**src/rtl/dmem_bridge.sv**
```systemverilog
// Data-memory bridge: turns a MEM-stage load/store into a req/ack bus cycle,
// stalling the pipeline until it completes, with local error completion.
module dmem_bridge #(
    parameter int          TIMEOUT  = 255,
    parameter logic [31:0] ERR_DATA = 32'h0000_0000
) (
    input  logic        clk_i,
    input  logic        rst_i,
    input  logic        mem_ren_i,
    input  logic        mem_wen_i,
    input  logic [31:0] mem_addr_i,
    input  logic [31:0] mem_dout_i,
    output logic [31:0] mem_din_o,
    input  logic        pipe_adv_i,
    output logic        mem_stall_o,
    output logic        bus_req_o,
    output logic        bus_we_o,
    output logic [31:0] bus_addr_o,
    output logic [31:0] bus_wdata_o,
    input  logic [31:0] bus_rdata_i,
    input  logic        bus_ack_i,
    output logic        align_err_o,
    output logic        bus_err_o
);

    typedef enum logic [1:0] {
        IDLE = 2'd0,
        REQ  = 2'd1,
        DONE = 2'd2
    } state_e;

    localparam logic [7:0] LastWait = 8'(TIMEOUT - 1);

    state_e      state_q;
    logic        bus_req_q;
    logic        bus_we_q;
    logic [31:0] bus_addr_q;
    logic [31:0] bus_wdata_q;
    logic [31:0] rdata_q;
    logic        align_err_q;
    logic        bus_err_q;
    logic [7:0]  wait_q;

    logic pending;
    logic misaligned;

    assign pending    = mem_ren_i | mem_wen_i;
    assign misaligned = (mem_addr_i[1:0] != 2'b00);

    always_ff @(posedge clk_i) begin
        if (rst_i) begin
            state_q     <= IDLE;
            bus_req_q   <= 1'b0;
            bus_we_q    <= 1'b0;
            bus_addr_q  <= 32'h0;
            bus_wdata_q <= 32'h0;
            rdata_q     <= 32'h0;
            align_err_q <= 1'b0;
            bus_err_q   <= 1'b0;
            wait_q      <= 8'h0;
        end else begin
            unique case (state_q)
                IDLE: begin
                    if (pending && misaligned) begin
                        align_err_q <= 1'b1;
                        rdata_q     <= ERR_DATA;
                        state_q     <= DONE;
                    end else if (pending) begin
                        bus_addr_q  <= {mem_addr_i[31:2], 2'b00};
                        bus_wdata_q <= mem_dout_i;
                        // write wins when both strobes are high
                        bus_we_q    <= mem_wen_i;
                        bus_req_q   <= 1'b1;
                        wait_q      <= 8'h0;
                        state_q     <= REQ;
                    end
                end
                REQ: begin
                    if (bus_ack_i) begin
                        bus_req_q <= 1'b0;
                        if (!bus_we_q) begin
                            rdata_q <= bus_rdata_i;
                        end
                        state_q <= DONE;
                    end else if (wait_q == LastWait) begin
                        bus_req_q <= 1'b0;
                        bus_err_q <= 1'b1;
                        rdata_q   <= ERR_DATA;
                        state_q   <= DONE;
                    end else if (wait_q != 8'hFF) begin
                        wait_q <= wait_q + 8'd1;
                    end
                end
                DONE: begin
                    // frozen pipeline keeps the strobes high; never re-issue
                    if (pipe_adv_i) begin
                        state_q <= IDLE;
                    end
                end
                default: begin
                    state_q <= IDLE;
                end
            endcase
        end
    end

    assign mem_stall_o = ((state_q == IDLE) && pending) || (state_q == REQ);
    assign mem_din_o   = rdata_q;
    assign bus_req_o   = bus_req_q;
    assign bus_we_o    = bus_we_q;
    assign bus_addr_o  = bus_addr_q;
    assign bus_wdata_o = bus_wdata_q;
    assign align_err_o = align_err_q;
    assign bus_err_o   = bus_err_q;

endmodule

```
**config.mk**
```make
export PLATFORM = sky130hd
export DESIGN_NAME = dmem_bridge
export DESIGN_NICKNAME = d
export VERILOG_FILES = /design/src/rtl/dmem_bridge.sv
export SDC_FILE = /design/constraint.sdc
export NUM_CORES = 1
export LEC_CHECK = 0
export ABC_CLOCK_PERIOD_IN_PS = 4600
export BUFFER_PORTS_ARGS = -buffer_cell sky130_fd_sc_hd__buf_2
export CAP_MARGIN = 20
export CORE_MARGIN = 1
export CORE_UTILIZATION = 39
export CTS_BUF_LIST = sky130_fd_sc_hd__clkbuf_4 sky130_fd_sc_hd__clkbuf_8
export DETAILED_ROUTE_END_ITERATION = 7
export PLACE_DENSITY = 0.69
export SLEW_MARGIN = 20
export SYNTH_ARGS = -nofsm -noshare
export SYNTH_HDL_FRONTEND = slang
export SYNTH_SLANG_ARGS = --single-unit
```
**constraint.sdc**
```tcl
create_clock -name clk_i -period 4.6 [get_ports clk_i]
set_input_delay 0.46 -clock clk_i [delete_from_list [all_inputs] [get_ports clk_i]]
set_output_delay 0.46 -clock clk_i [all_outputs]
set_load 0.005 [all_outputs]
```
# Yosys cells after proc, flatten, opt, wreduce, memory -nomap -nowiden
# Index checks and enable logic that the tools add are counted.
# Widths: inputs -> output; s select.
# op_classes
n_addsub,1
n_eq_ne,14
muxes,22
n_bitwise,3
n_reduce_logical,13
# op_table
cell,n
$mux 32,4
$pmux 32 s2,1
$mux 8,5
$pmux 8 s2,1
$ne 2x2->1 const B,7
$mux 2,5
$ne 3x3->1 const B,3
$reduce_and 3->1,3
$add 8x1->8 const B,1
$eq 8x8->1 const B,1
$ne 8x8->1 const B,1
$reduce_and 4->1,2
$pmux 2 s3,1
$reduce_and 6->1,1
$mux 1,4
$reduce_bool 2->1,2
$eq 2x1->1 const B,1
$eq 2x2->1 const B,1
$logic_and 1x1->1,2
$logic_not 2->1,1
$not 1->1,2
$pmux 1 s2,1
$reduce_and 2->1,1
$logic_or 1x1->1,1
$or 1x1->1,1
# word_totals
ff_bits,108
in_bits,102
word_cells,62

# Logic depth before layout (Yosys ltp)
# logic_depth
ltp_word,5
mapped_depth,7

# Least setup slack after synthesis
# OpenSTA, ideal clock, no wires.
# synth_path
path_kind,input -> register
startpoint,input port mem_addr_i[1]
endpoint,register wait_q[1]
setup_time_ns,0.070
arrival_time_ns,1.512
required_ns,4.530
slack_ns,3.018
path_stages,4
path_buffers,0
path_cell_list,nor2_1 -> a31oi_4 -> or4_1 -> a21oi_1
# synth_via
elab_chain_cells,4
# synth_lines
element,line_no,source
start: declaration,11,"input logic [31:0] mem_addr_i,"
$reduce_bool 2->1,48,assign misaligned = (mem_addr_i[1:0] != 2'b00);
$logic_and 1x1->1,64,if (pending && misaligned) begin
$ne 2x2->1 (no line),n/a,
$reduce_and 6->1 (no line),n/a,
end signal: assignment,91,wait_q <= wait_q + 8'd1;
end: declaration,42,logic [7:0] wait_q;
# Every way passes these cells.
# A chain may end at the register's enable or synchronous reset.

# Worst setup path in the final report
# layout_path
startpoint,register state_q[0]
endpoint,register rdata_q[0] (netlist: mem_din_o[0])
# layout_via
elab_chain_cells,3
# layout_lines
element,line_no,source
start: declaration,34,state_e state_q;
start signal: assignment,52,state_q <= IDLE;
start signal: assignment,67,state_q <= DONE;
start signal: assignment,75,state_q <= REQ;
$eq 2x1->1 or $logic_not 2->1 (tied branches),62,unique case (state_q)
"$ne 3x3->1 (no line), or another cell as far along",n/a,
$reduce_and 4->1 (no line),n/a,
end signal: assignment,82,rdata_q <= bus_rdata_i;
end: declaration,39,logic [31:0] rdata_q;
# Parallel ways exist; a longest one is shown, timed or not.

==> summary.md <==
| Metric | Value |
|---|---|
| CTS root buf | `clkbuf_8` |
| Max_cap viols | `0` |
| Initial Utilization | `0.406` |
| Die Area | `0.0113 mm²` |
| Final antenna-violating net count | `0` |
| Residual DRC count | `0` |
| Die Ht | `106 µm` |
| Syn Area/Cell | `8.20 µm²` |
| Post-DP HPWL | `7980 µm` |
| CTS max path bufs | `2` |
| Total power | `0.00180 W` |
| Total Routing Usage GR | `0.206` |
| Cts hold-fix bufs | `0` |
| DR iter-0 viols | `278` |
| Worst-path maximum fanout | `32` |
| Worst slew pin tran | `1.11 ns` |
| Area grow syn2layout | `27.9%` |
| Final hold violations | `0` |
| CTS sink count | `108` |
| Final setup fails | `0` |
| Vias in the first global route | `3,996` |
| Vias | `4,340` |
| CP top delay family | `compound AO/OA/AOI/OAI gates` |
| Req. time, crit path | `4.89 ns` |
| Critical Path Start Type | `flop` |
| DRT Pass-1 Iters | `5` |
| Synth cell types | `41` |
| Minimum clock period | `2.03 ns` |
| Fin crit share | `0.441` |
| Antenna violations before repair | `0` |
| CP bufs+invs | `0` |
| CTS-repair resized insts | `0` |
| Hold crit path type | `input port to flop` |
| Antenna cells | `0` |
| Power density cells | `331 mW/mm²` |
| CTS Buf Count | `9` |
| H-tree Lvls | `3` |
| Worst skew pair latency | `0.36 ns` |
| Avg Vias per Cell | `5.24` |
| Min Hold Slack | `0.321 ns` |
| Seq/Total Area, Yosys | `0.509` |
| Worst stage delay on the critical path | `0.93 ns` |
| FILL cells | `992` |
| Critical Path End Type | `flop` |
| Post-Layout Inst Area | `0.00543 mm²` |
| Setup tns final | `0 ns` |
| RSZ-0062 raised after global routing | `no` |
| Final nets | `791` |
| Flops & latches, synth | `108` |
| Routed len/inst | `14.3 µm` |
| Mapped Cells | `518` |
| Worst slew margin | `0.262` |
| Worst slack at placement | `2.13 ns` |
| Clk pin slew, worst setup/hold paths | `0.11 ns` |
| Commonest non-fill, non-tap cell in the layout | `buf_2` |
| IO Count | `203` |
| Clk_skew | `0.0130 ns` |
| Post CTS Setup Buffer Count | `0` |
| Outcome | `finished, final reports clean` |
| Grt ovf | `0` |
| Cells along the critical path | `o21a_1 > nand4_1 > a21oi_1` |
| DRT Wirelength | `11,900 µm` |
| Peak supply drop | `157 µV` |
| Leak | `2.33 nW` |
| CP Class | `flop to flop` |
| Fmax | `493 MHz` |
| Multi-input logic area | `0.00184 mm²` |
| Global-route wire length before repair | `18,800 µm` |
| TritonCTS clock tree | `done` |
| Post-DP Area | `0.00522 mm²` |
| Gpl congestion | `0.766` |
| Storage cell area | `0.00216 mm²` |
| Die X | `106 µm` |
| Core ar. | `0.0105 mm²` |
| Setup ws final | `2.57 ns` |
| Ratio of cells with drive above 1 in the final layout | `0.335` |
| Max-slew violations | `0` |
| Most frequent cells in the layout | `buf_2 (199), nand2_1 (131), dfxtp_1 (108)` |
| Largest net degree at the start of global routing | `113` |
| CP arrival | `2.32 ns` |
| Row cnt | `37` |
| Crit path max-delay cell type | `o21a_1` |
| Yosys Warn Count | `0` |
| Port-buffer cells | `200` |
| Synthesized area | `0.00425 mm²` |
==> final cells by class <==
type	instances	area share
Sequential cell	108	0.398
Multi-Input combinational cell	359	0.339
Timing Repair Buffer	203	0.190
Tap cell	136	0.0313
Clock buffer	10	0.0253
Clock inverter	6	0.0129
Inverter	6	0.00414
==> flip-flops by register name (all words and copies together) (netlist names) <==
register / flops
bus_we_o: 1
mem_din_o: 32
bus_addr_o: 30
bus_req_o: 1
bus_err_o: 1
wait_q: 8
bus_wdata_o: 32
state_q: 2
align_err_o: 1
==> final timing paths <==
| check | startpoint | endpoint | slack [ns] | depth (start not counted) |
|---|---|---|---|---|
| min reg2reg | bus_wdata_o[19] | bus_wdata_o[19] | 0.46 | 2 |
| max | state_q[0] | mem_din_o[0] | 2.57 | 3 |
| max reg2reg | state_q[0] | mem_din_o[0] | 2.57 | 3 |
| min | mem_addr_i[10] | bus_addr_o[10] | 0.32 | 3 |
==> worst reg2reg max path: stages (launching register included) <==
cell	delay (ns)
dfxtp_1	0.57
o21a_1	0.94
nand4_1	0.27
a21oi_1	0.20
==> cell usage after synthesis, drive strengths merged <==
library cell	n	area share
a211o	1	0.0021
a211oi	3	0.0053
a21oi	99	0.12
a311oi	1	0.0021
a31o	2	0.0041
a31oi	4	0.0094
and2	1	0.0015
and2b	1	0.0018
and3	3	0.0044
buf	27	0.039
clkbuf	19	0.017
conb	1	0.00088
dfxtp	108	0.51
ha	2	0.0059
inv	6	0.0053
nand2	131	0.12
nand2b	2	0.0029
nand3	5	0.0059
nand4	34	0.052
nor2	9	0.0085
nor3	1	0.0012
nor3b	1	0.0044
nor4	1	0.0015
o21a	1	0.0018
o21ai	39	0.046
o21ba	1	0.0024
o22a	1	0.0021
o311ai	2	0.0041
o32a	1	0.0027
o32ai	4	0.013
o41ai	1	0.0021
or2	1	0.0015
or3	3	0.0056
or4	2	0.0035
==> power breakdown <==
| group | internal [W] | switching, W | leakage (nW) |
|---|---|---|---|
| clock network | 0.000273 | 0.000331 | 0.108 |
| registers | 0.000963 | 0.0000172 | 0.875 |
| logic | 0.0000833 | 0.000131 | 1.35 |
| total | 0.00132 | 0.000479 | 2.33 |
==> routing by layer <==
metal	up-vias	global-route usage	part of all wire	wire length (µm)
met1	1991	0.241	0.42	4970
met2	196	0.351	0.47	5540
li1	2132	-	-	-
met5	-	0	0	0
met4	0	0.0883	0.022	259
met3	21	0.0582	0.092	1090
==> per-stage QoR <==
step                instances   util
floorplan                 519      -
global placement          812  0.499
detailed placement        812  0.499
CTS                       828  0.519
global route              828  0.519
finish                    828  0.519
==> logic make-up after synthesis <==
group / count (synthesis) / synth area share
AOI/OAI and AO/OA: 160 / 0.213
DFF: 108 / 0.509
other: 1 / 0.000883
buffers and inverters: 52 / 0.0610
adders and majority gates: 2 / 0.00589
and+or+nand+nor: 195 / 0.210
Note: power is estimated with default switching activity, not from simulation.
